`src/rtl/load_store_unit.sv`:
```
// Load/store sequencer between EX/MEM and a word-addressed data memory bank.
// Define LSU_MISALIGN_TRAP_EN to reject misaligned half/word accesses instead of aligning them.
module load_store_unit (
    input  logic        clk,
    input  logic        rst_n,
    input  logic        req_valid,
    output logic        req_ready,
    input  logic        req_write,
    input  logic [1:0]  req_size,
    input  logic        req_unsigned,
    input  logic [31:0] req_addr,
    input  logic [31:0] req_wdata,
    input  logic [4:0]  req_rd,
    output logic        resp_valid,
    output logic [31:0] resp_rdata,
    output logic [4:0]  resp_rd,
    output logic        resp_error,
    output logic        memReadFlag,
    output logic        memWriteFlag,
    output logic [31:0] MemAddress,
    output logic [31:0] WriteDataInput,
    input  logic [31:0] ReadDataOutput
);

    typedef enum logic [1:0] {IDLE, READ, WRITE, RESP} state_t;

    state_t      state_q;
    logic        write_q;
    logic        unsigned_q;
    logic [1:0]  size_q;
    logic [1:0]  lane_q;
    logic [31:0] wdata_q;
    logic [4:0]  rd_q;

    logic [1:0]  lane_d;
    logic        err_d;
    logic [31:0] load_d;
    logic [31:0] merge_d;

    assign req_ready = (state_q == IDLE);

    // Request classification: reserved size always errors; misalignment traps or is masked off.
    always_comb begin
        lane_d = req_addr[1:0];
        err_d  = (req_size == 2'b11);
`ifdef LSU_MISALIGN_TRAP_EN
        if (req_size == 2'b01 && req_addr[0])
            err_d = 1'b1;
        if (req_size == 2'b10 && req_addr[1:0] != 2'b00)
            err_d = 1'b1;
`else
        if (req_size == 2'b01)
            lane_d[0] = 1'b0;
        if (req_size == 2'b10)
            lane_d = 2'b00;
`endif
    end

    // Lane extraction for loads and lane replacement for sub-word stores.
    always_comb begin
        logic [31:0] shifted;
        logic [31:0] mask;
        logic [31:0] data;
        shifted = ReadDataOutput >> {lane_q, 3'b000};
        mask    = 32'h0;
        data    = 32'h0;
        load_d  = ReadDataOutput;
        merge_d = wdata_q;
        case (size_q)
            2'b00: begin
                load_d = unsigned_q ? {24'h0, shifted[7:0]} : {{24{shifted[7]}}, shifted[7:0]};
                mask   = 32'h0000_00FF << {lane_q, 3'b000};
                data   = {24'h0, wdata_q[7:0]} << {lane_q, 3'b000};
            end
            2'b01: begin
                load_d = unsigned_q ? {16'h0, shifted[15:0]} : {{16{shifted[15]}}, shifted[15:0]};
                mask   = 32'h0000_FFFF << {lane_q, 3'b000};
                data   = {16'h0, wdata_q[15:0]} << {lane_q, 3'b000};
            end
            default: ;
        endcase
        if (size_q != 2'b10)
            merge_d = (ReadDataOutput & ~mask) | (data & mask);
    end

    always_ff @(posedge clk or negedge rst_n) begin
        if (!rst_n) begin
            state_q        <= IDLE;
            write_q        <= 1'b0;
            unsigned_q     <= 1'b0;
            size_q         <= 2'b00;
            lane_q         <= 2'b00;
            wdata_q        <= 32'h0;
            rd_q           <= 5'h0;
            resp_valid     <= 1'b0;
            resp_rdata     <= 32'h0;
            resp_rd        <= 5'h0;
            resp_error     <= 1'b0;
            memReadFlag    <= 1'b0;
            memWriteFlag   <= 1'b0;
            MemAddress     <= 32'h0;
            WriteDataInput <= 32'h0;
        end else begin
            case (state_q)
                IDLE: begin
                    if (req_valid) begin
                        write_q    <= req_write;
                        unsigned_q <= req_unsigned;
                        size_q     <= req_size;
                        lane_q     <= lane_d;
                        wdata_q    <= req_wdata;
                        rd_q       <= req_rd;
                        if (err_d) begin
                            state_q    <= RESP;
                            resp_valid <= 1'b1;
                            resp_error <= 1'b1;
                            resp_rdata <= 32'h0;
                            resp_rd    <= 5'h0;
                        end else if (req_write && req_size == 2'b10) begin
                            state_q        <= WRITE;
                            memWriteFlag   <= 1'b1;
                            MemAddress     <= {2'b00, req_addr[31:2]};
                            WriteDataInput <= req_wdata;
                        end else begin
                            state_q     <= READ;
                            memReadFlag <= 1'b1;
                            MemAddress  <= {2'b00, req_addr[31:2]};
                        end
                    end
                end
                READ: begin
                    memReadFlag <= 1'b0;
                    if (write_q) begin
                        state_q        <= WRITE;
                        memWriteFlag   <= 1'b1;
                        WriteDataInput <= merge_d;
                    end else begin
                        state_q    <= RESP;
                        resp_valid <= 1'b1;
                        resp_rdata <= load_d;
                        resp_rd    <= rd_q;
                        resp_error <= 1'b0;
                    end
                end
                WRITE: begin
                    memWriteFlag <= 1'b0;
                    state_q      <= RESP;
                    resp_valid   <= 1'b1;
                    resp_rdata   <= 32'h0;
                    resp_rd      <= 5'h0;
                    resp_error   <= 1'b0;
                end
                RESP: begin
                    state_q    <= IDLE;
                    resp_valid <= 1'b0;
                    resp_rdata <= 32'h0;
                    resp_rd    <= 5'h0;
                    resp_error <= 1'b0;
                end
                default: state_q <= IDLE;
            endcase
        end
    end

endmodule

```
`config.mk`:
```
export PLATFORM = sky130hd
export DESIGN_NAME = load_store_unit
export DESIGN_NICKNAME = d
export VERILOG_FILES = /design/src/rtl/load_store_unit.sv
export SDC_FILE = /design/constraint.sdc
export NUM_CORES = 1
export LEC_CHECK = 0
export CAP_MARGIN = 30
export CORE_ASPECT_RATIO = 1.25
export CORE_UTILIZATION = 44
export DETAILED_ROUTE_END_ITERATION = 8
export GPL_TIMING_DRIVEN = 0
export PLACE_DENSITY = 0.78
export SYNTH_ARGS = -nofsm -noshare
export SYNTH_HDL_FRONTEND = slang
export SYNTH_SLANG_ARGS = --single-unit
```
`constraint.sdc`:
```
create_clock -name clk -period 2.2 [get_ports clk]
set_clock_uncertainty 0.15 [all_clocks]
set_input_delay 0.44 -clock clk [delete_from_list [all_inputs] [get_ports clk]]
set_output_delay 0.44 -clock clk [all_outputs]
set_load 0.02 [all_outputs]
```
**Word-level counts from Yosys, hierarchy flattened**

Cells that the tools add are included.

- Multipliers: 0
- Div/mod/pow operators: 0
- Equal/unequal tests: 15
- Reductions and logical operators: 12
- Muxes and demuxes: 41
- Shift-type cells: 5
- Bitwise logic cells: 5
- Magnitude comparators: 0
- Add/subtract/negate cells: 0

Operators by type and width:

| operator | count |
|---|---|
| $mux W32 | 10 |
| $pmux W32 S2 | 4 |
| $pmux W32 S3 | 1 |
| $and A32 B32 Y32 | 2 |
| $not A32 Y32 | 1 |
| $or A32 B32 Y32 | 1 |
| $shl A16 B5 Y32 | 1 |
| $shl A16 B5 Y32 const A | 1 |
| $shl A8 B5 Y32 | 1 |
| $shl A8 B5 Y32 const A | 1 |
| $shr A32 B5 Y16 | 1 |
| $mux W5 | 3 |
| $pmux W5 S3 | 1 |
| $mux W1 | 13 |
| $ne A2 B2 Y1 const B | 6 |
| $reduce_and A5 Y1 | 2 |
| $eq A2 B2 Y1 const B | 4 |
| $mux W2 | 4 |
| $pmux W2 S4 | 1 |
| $eq A2 B1 Y1 const B | 3 |
| $pmux W1 S3 | 2 |
| $reduce_and A3 Y1 | 2 |
| $logic_not A2 Y1 | 2 |
| $ne A2 B1 Y1 const B | 2 |
| other kinds (9) | 9 |

- Memory bits (writable): 0
- Memories: 0
- Input bits: 108
- Memory bits (read-only): 0
- Output and inout bits: 106
- Register bits: 148
- Bits in latches: 0

**Longest topological paths before layout**

Gate-level depths: netlist of run 1.

- Depth in word-level cells: 8
- Mapped depth: 8

**Least setup slack after synthesis of run 1**

Ideal clock, no wire load.

- Kind: reg-to-reg
- Start: register state_q[0]
- End: register WriteDataInput[6]
- Setup slack: -0.210 ns
- Library setup time: 0.125 ns
- Data arrival time: 2.135 ns
- Stages on the path, launching flop included: 9
- Cells stage by stage: dfrtp_1 > inv_1 > ha_1 > nand2_1 > buf_2 > o31a_1 > nor2_4 > buf_4 > mux2_2

- Cells in the longest elaborated chain, start to end: 3

Ends and longest elaborated chain:

| element | RTL line | source |
|---|---|---|
| from (decl) | 27 | `state_t state_q;` |
| from (signal assigned) | 88 | `state_q <= IDLE;` |
| from (signal assigned) | 114 | `state_q <= RESP;` |
| from (signal assigned) | 120 | `state_q <= WRITE;` |
| $logic_not A2 Y1 (*) | - |  |
| named net req_ready | 7 | `output logic req_ready,` |
| $ne A2 B1 Y1 (no source line) (tied with other cells) | - |  |
| $reduce_and A5 Y1 (no source line) | - |  |
| to (signal assigned) | 123 | `WriteDataInput <= req_wdata;` |
| to (signal assigned) | 136 | `WriteDataInput <= merge_d;` |
| to (decl) | 21 | `output logic [31:0] WriteDataInput,` |

The timed path passes the listed nets; every way through them passes the cells marked *.
A chain may end at the register's enable or synchronous reset.

**Final worst setup path of run 1**

- Start: register state_q[0]
- End: register WriteDataInput[6]

- Cells in the longest elaborated chain, start to end: 3

Ends and longest elaborated chain:

| element | RTL line | source |
|---|---|---|
| $eq A2 B1 Y1 / $logic_not A2 Y1 (equally long branches) | 104 | `case (state_q)` |
| $ne A2 B2 Y1 (no source line) (tied with other cells) | - |  |
| $reduce_and A5 Y1 (no source line) | - |  |

Parallel ways exist; a longest one is shown, timed or not.

==> summary.txt, run 1 <==
area share of the leading cell type in the synthesized netlist -> 49.5%
portion of the post-synthesis area used by sequential elements -> 49.5%
MaxCap Viol Count -> 0
run status -> completed
TritonCTS clock tree -> done
sort of element at the start of the critical path -> flip-flop
clock transition time at the flip-flop clock pins of the worst setup and hold paths -> 0.06 ns
global router's overall resource usage -> 28.3%
IR drop worst, VDD -> 0.000932 V
final hold violation count -> 0
synthesized-area fraction occupied by and/or/nand/nor cells -> 8.28%
register bit count reported by yosys -> 148
HP Class -> in -> reg
Placed Area -> 9920 um2
Worst EP arrival -> 2.36 ns
worst-case reg-to-reg path depth -> 8
max-slew violation count -> 0
number of failing setup endpoints in the final timing report -> 0
category of the worst setup path capture point -> flip-flop
routed via count divided by cell count -> 5.91
overall overflow remaining after global route -> 0
vias in the first global route -> 6813
starting density of the core -> 45.6%
xor and xnor fraction of the mapped netlist area -> 0%
total wirelength of the detailed-routed design -> 24.4 mm
Post-Synthesis Cells -> 680
clk sinks -> 148
Worst Hold Depth -> 3
list of cells traversed by the critical path -> inv_2 > ha_4 > nand2_4 > buf_8 > o31a_1 > nor2_4 > buf_6 > mux2_4
antenna violations before repair -> 0
Remaining DRCs -> 0
# nets final -> 1038
Worst Hold Slack -> 0.300 ns
proportion of synthesized area in mux cells -> 16.1%
maximum number of pins on one net before global-route repair -> 80
most common flop cell mapped by yosys -> sky130_fd_sc_hd__dfrtp_1
area delta synth->final -> 45.2%
CP Class -> reg -> reg
count of antenna diodes in the layout -> 0
maximum number of buffers from clock root to sink -> 2
Slew Limit Headroom -> 51.1%
row count -> 52
Avg Inst Size Synth -> 11.0 um2
accumulated negative setup slack -> 0 ns
leading cell type by number of instances after synthesis -> sky130_fd_sc_hd__dfrtp_1
number of distinct library cell variants in the gate-level netlist after synthesis -> 51
gp weighted congestion -> 0.929
number of buffers created by CTS -> 17
total of buffers placed on input and output ports -> 211
largest area contributor in the synthesized netlist -> sky130_fd_sc_hd__dfrtp_1
Post-DRT Antenna Nets -> 0
power density of the placed cells -> 1620 nW/um2
post-route total power -> 17600 uW
Skew-Pair Late Insertion Delay -> 0.43 ns
Achievable Freq -> 455 MHz
Post-Syn Area -> 7480 um2
cell with the biggest individual delay on the critical path -> sky130_fd_sc_hd__dfrtp_1
Die Height -> 148 um
synthesis warning total -> 0
area of the core -> 16400 um2
main combinational cell family by area after synthesis -> compound AO/OA/AOI/OAI gates
global-route wire length before repair -> 37.5 mm
area fraction in compound gates after synthesis -> 20.7%
actual slew at the worst max-slew pin -> 0.728 ns
largest stage delay on the critical path -> 0.41 ns
least setup slack across all paths after layout -> 0.00267 ns
wire per inst -> 21.2 um
proportion of layout cells with a drive suffix above 1 -> 19.7%
total number of H-tree levels -> 4
worst slack at placement -> -0.736 ns
total I/O pin count -> 214
EDFF count, synth -> 0
number of DRC markers in iteration 0 -> 650
number of iterations in the first detailed-routing pass -> 6
fraction of registers with async set/reset -> 100%
Adder-Cell Fraction of Synth Area -> 1.00%
final clock period utilization by the worst path -> 99.9%
post-layout minimum cycle time -> 2.20 ns
Critical Path Fanout Max -> 4
total number of vias -> 6806
DIE AREA -> 17500 um2
final instance area -> 10900 um2
cell types with the highest counts after synthesis -> 148 x sky130_fd_sc_hd__dfrtp_1, 79 x sky130_fd_sc_hd__mux2_2, 55 x sky130_fd_sc_hd__nand2_1
unrepaired setup endpoints after global routing -> true
leakage power summed over all cells -> 0.00455 uW
CTS root buf -> sky130_fd_sc_hd__clkbuf_16
half-perimeter wire length after detailed placement -> 18.0 mm
chip width -> 119 um
required time reported for the critical path endpoint -> 2.37 ns
largest cells by area after synthesis -> sky130_fd_sc_hd__dfrtp_1 50%, sky130_fd_sc_hd__mux2_2 12%, sky130_fd_sc_hd__mux2i_1 3.9%, sky130_fd_sc_hd__o221ai_1 3.5%, sky130_fd_sc_hd__o21ai_0 3.2%
## metrics by stage
step           utilization (%)  std cells
6_report                  66.2       1152
5_1_grt                   66.2       1152
4_1_cts                   65.1       1144
3_5_place_dp              60.5       1109
3_3_place_gp              60.3       1108
2_1_floorplan                -        681
## final timing paths
path	to	slack, ns	from
min	resp_rdata[15]	0.30	ReadDataOutput[15]
max in group asynchronous	wdata_q[26]	0.62	rst_n
min in group asynchronous	MemAddress[5]	0.43	rst_n
min reg2reg	resp_rdata[7]	0.33	resp_rdata[7]
max reg2reg	WriteDataInput[6]	0.003	state_q[0]
max	WriteDataInput[6]	0.003	state_q[0]
## placed cells by master (no fill, tap or decap), drive strengths merged, types with 5 or more instances in the layout
cell	instances
clkdlybuf4s50	206
dfrtp	148
mux2	79
nand2	55
o21ai	50
clkbuf	48
buf	42
o221ai	30
mux2i	29
a21oi	25
nor2	22
inv	21
a221o	19
nand2b	18
a31oi	18
o22a	16
o31ai	14
nor2b	11
a2bb2oi	8
nand3	8
o311ai	8
a22o	6
bufinv	6
ha	6
a311oi	5
## where the power goes
part | internal (uW) | switching, uW | total, uW
Clock | 2190 | 1180 | 3370
Sequential | 4050 | 868 | 4920
Combinational | 4350 | 5000 | 9350
## critical path, delay by kind of cell (launching register included)
family,cells,cell delay [ns]
muxes,1,0.30
adders and majority gates,1,0.17
DFF,1,0.41
AOI/OAI and AO/OA,1,0.38
buffers and inverters,3,0.39
and+or+nand+nor,2,0.28
## logic make-up (layout without fill, tap and decap cells)
| group | count (synthesis) | count (layout) |
|---|---|---|
| adder cells (fa/ha/maj) | 6 | 6 |
| multiplexers | 109 | 109 |
| AO/OA/AOI/OAI | 213 | 213 |
| other | 1 | 2 |
| AND/OR/NAND/NOR | 128 | 128 |
| flip-flops | 148 | 148 |
| buffers and inverters | 75 | 330 |
## metal layers
metal	GRT usage, %	share of wire [%]
met5	0	0
met4	14.6	4.5
met3	5.90	7.7
met2	47.0	50
met1	34.7	38
## cell type report
class,instances,area [um2]
well taps,216,270
fillers,1272,5540
plain buffers,51,288
clock inverters,12,224
inverters,18,67.6
repair buffers,230,2300
clock buffers,19,453
multi-input cells,458,3550
flip-flops and latches,148,3710
## sequential cells by signal, indices dropped and copies added (netlist names), 2 cells and up
signal,cells
MemAddress,30
WriteDataInput,32
lane_q,2
rd_q,5
resp_rd,5
resp_rdata,32
size_q,2
state_q,2
wdata_q,32
## repair_timing
item / in CTS / in global routing
resized for setup: 20 / 43
hold buffers: 1 / 0
endpoints found under the hold margin: 69 / 0
gates cloned: 0 / 0
setup buffers: 6 / 11
pin swaps: 2 / 3
setup endpoints to repair: 58 / 98
Note: power is estimated with default switching activity, not from simulation.
==> run 2: changes to the inputs <==
--- a/config.mk
+++ b/config.mk
@@ -13,2 +13,3 @@
 export PLACE_DENSITY = 0.78
+export SETUP_SLACK_MARGIN = 0.5
 export SYNTH_ARGS = -nofsm -noshare
--- a/constraint.sdc
+++ b/constraint.sdc
@@ -4,2 +4,2 @@
 set_output_delay 0.44 -clock clk [all_outputs]
-set_load 0.02 [all_outputs]
+set_load 0.005 [all_outputs]
==> run 2 against run 1 <==
The run now ends with setup timing left. Sequential share of layout area down 5.0 points. Wire length up 24%. Core utilization up 11 points. Fmax down 7.8%. Setup slack worse by 0.19 ns. Largest cell class is now multi-input gates.
==> summary.txt, run 2 (synthesis gave the netlist of run 1 again) <==
unrepaired setup endpoints after global routing -> true
filler instances -> 975 (-23%)
# nets final -> 1122 (+8.1%)
DR top layer -> met4
global router's overall resource usage -> 30.0% (+1.7 points)
routed length on met1 -> 10.8 mm (+16%)
area delta synth->final -> 70.4%
final standard cell utilization of the core -> 77.7% (+11 points)
routed via count divided by cell count -> 6.23 (+5.4%)
maximum number of buffers from clock root to sink -> 2 (unchanged)
Slew Limit Headroom -> 43.5% (-7.6 points)
maximum number of pins on one net before global-route repair -> 89 (+11%)
WL met3 -> 2.73 mm (+45%)
commonest non-fill, non-tap cells in the layout -> 146 x sky130_fd_sc_hd__dfrtp_1, 99 x sky130_fd_sc_hd__clkdlybuf4s50_1, 70 x sky130_fd_sc_hd__dlygate4sd2_1, 54 x sky130_fd_sc_hd__buf_4, 52 x sky130_fd_sc_hd__mux2_4
post-route non-filler standard cell count -> 1236 (+7.3%)
area occupied by multi-input gates -> 4280 um2 (+20%)
most common cell after layout, fill and taps aside -> sky130_fd_sc_hd__dfrtp_1
proportion of layout cells with a drive suffix above 1 -> 35.8% (+16 points)
required time reported for the critical path endpoint -> 2.35 ns (-0.02 ns)
HP Class -> reg -> reg
routed length on met2 -> 14.7 mm (+21%)
post-route total power -> 19600 uW (+11%)
final clock period utilization by the worst path -> 108% (+8.5 points)
max-slew violation count -> 0 (unchanged)
CP Class -> reg -> reg
worst slack at placement -> -0.758 ns (-0.0220 ns)
Skew-Pair Late Insertion Delay -> 0.44 ns (about the same)
Post-DRT Antenna Nets -> 0 (unchanged)
Achievable Freq -> 420 MHz (-7.8%)
list of cells traversed by the critical path -> buf_2 > clkbuf_1 > mux2i_1 > nand2_1 > o211ai_1 > a31oi_1
clock transition time at the flip-flop clock pins of the worst setup and hold paths -> 0.07 ns (about the same)
overall overflow remaining after global route -> 0 (unchanged)
MaxCap Viol Count -> 0 (unchanged)
Remaining DRCs -> 0 (unchanged)
antenna violations before repair -> 0 (unchanged)
IR drop worst, VDD -> 0.000823 V (-12%)
accumulated negative setup slack -> -0.205 ns (-0.205 ns)
chip width -> 119 um (unchanged)
total number of H-tree levels -> 4 (unchanged)
CTS root buf -> sky130_fd_sc_hd__clkbuf_16
global-route wire length before repair -> 39.7 mm (+5.9%)
vias in the first global route -> 7169 (+5.2%)
crit-path leading delay family -> buffers and inverters
leakage power summed over all cells -> 0.00601 uW (+32%)
gp weighted congestion -> 0.961 (+3.4%)
Die Height -> 148 um (unchanged)
Placed Cells -> 1110 (+0.090%)
total I/O pin count -> 214 (unchanged)
clk sinks -> 148 (unchanged)
total wirelength of the detailed-routed design -> 30.4 mm (+24%)
actual slew at the worst max-slew pin -> 0.847 ns (+0.119 ns)
area of all sequential standard cells -> 3710 um2 (unchanged)
count of antenna diodes in the layout -> 0 (unchanged)
worst path bufs/invs -> 2 (-1)
cell with the biggest individual delay on the critical path -> sky130_fd_sc_hd__clkbuf_1
number of DRC markers in iteration 0 -> 846 (+30%)
post-layout minimum cycle time -> 2.38 ns (+0.186 ns)
total of buffers placed on input and output ports -> 211 (unchanged)
biggest regs -> WriteDataInput x32, resp_rdata x32, wdata_q x32
number of buffers created by CTS -> 17 (unchanged)
least setup slack across all paths after layout -> -0.184 ns (-0.186 ns)
Critical Path Fanout Max -> 10 (+6)
TritonCTS clock tree -> done
Worst EP arrival -> 2.53 ns (+0.17 ns)
row count -> 52 (unchanged)
sort of element at the start of the critical path -> flip-flop
category of the worst setup path capture point -> flip-flop
starting density of the core -> 45.6% (unchanged)
violations in the final reports -> setup timing
half-perimeter wire length after detailed placement -> 18.0 mm (-0.15%)
final hold violation count -> 0 (unchanged)
number of iterations in the first detailed-routing pass -> 6 (unchanged)
DIE AREA -> 17500 um2 (unchanged)
power density of the placed cells -> 1540 nW/um2 (-5.2%)
wire per inst -> 24.6 um (+16%)
total number of vias -> 7698 (+13%)
number of failing setup endpoints in the final timing report -> 4 (+4)
largest stage delay on the critical path -> 0.67 ns (+0.26 ns)
area of the core -> 16400 um2 (unchanged)
run status -> finished with violations
==> run 2: cell count changes in the layout (fill, tap and decap cells not counted), moves of 17 or more <==
cell	before	now
sky130_fd_sc_hd__o21ai_0	48	12
sky130_fd_sc_hd__buf_4	18	54
sky130_fd_sc_hd__clkdlybuf4s15_1	0	22
sky130_fd_sc_hd__nand2_1	54	33
sky130_fd_sc_hd__clkdlybuf4s50_1	206	99
sky130_fd_sc_hd__dlymetal6s2s_1	1	18
sky130_fd_sc_hd__mux2_2	71	27
sky130_fd_sc_hd__mux2_4	8	52
sky130_fd_sc_hd__buf_8	1	18
sky130_fd_sc_hd__o21ai_2	0	18
sky130_fd_sc_hd__dlygate4sd2_1	2	70
sky130_fd_sc_hd__buf_6	7	31
==> run 2: what timing repair did <==
action / in CTS / in global routing
setup endpoints to repair: 245 / 224
gates cloned: 8 / 8
hold buffers: 1 / 0
pin swaps: 20 / 38
setup buffers: 42 / 36
gates resized for setup: 242 / 245
hold endpoints to repair: 60 / 0
==> run 2: power breakdown <==
part	internal (uW)	switching [uW]	total, uW	leakage (uW)
clock	1810	1210	3020	0.000290
combinational	6100	5500	11600	0.00389
sequential	4050	934	4990	0.00182
==> run 2: area by class of cell <==
type | count | share of cell area, %
multi-input combinational | 458 | 33.6
sequential | 148 | 29.1
clock inverter | 12 | 1.22
timing repair buffer | 308 | 25.3
inverter | 18 | 0.579
tap | 216 | 2.12
buffer | 57 | 4.61
clock buffer | 19 | 3.48
==> run 2: final timing paths <==
kind                            cells after the start               start  slack (ns)                  to
worst max-delay path                                6           size_q[0]       -0.18  WriteDataInput[23]
worst min-delay path                                2  WriteDataInput[27]        0.34  WriteDataInput[27]
worst max register to register                      6           size_q[0]       -0.18  WriteDataInput[23]
worst min register to register                      2  WriteDataInput[27]        0.34  WriteDataInput[27]
max in group asynchronous                           3               rst_n        0.66           lane_q[0]
min in group asynchronous                           2               rst_n        0.40  WriteDataInput[27]
==> run 2: routing by layer <==
| layer | GRT usage [%] | vias up |
|---|---|---|
| met4 | 18.2 | 0 |
| met1 | 35.4 | 3677 |
| met3 | 5.90 | 187 |
| met5 | 0 | - |
| met2 | 50.5 | 606 |
| li1 | - | 3228 |
==> run 2: tightest hold or removal path, stage by stage (launching register included) <==
cell and delay (ns):
sky130_fd_sc_hd__dfrtp_1 0.34, sky130_fd_sc_hd__o21ai_1 0.07, sky130_fd_sc_hd__o21ai_2 0.05
==> run 2: per-stage QoR <==
step	hold slack, ns	instance area [um2]
2_1_floorplan	-0.00559	7590
3_3_place_gp	0.313	9970
3_5_place_dp	0.297	10000
4_1_cts	0.331	11500
5_1_grt	0.354	12700
6_report	0.336	12700
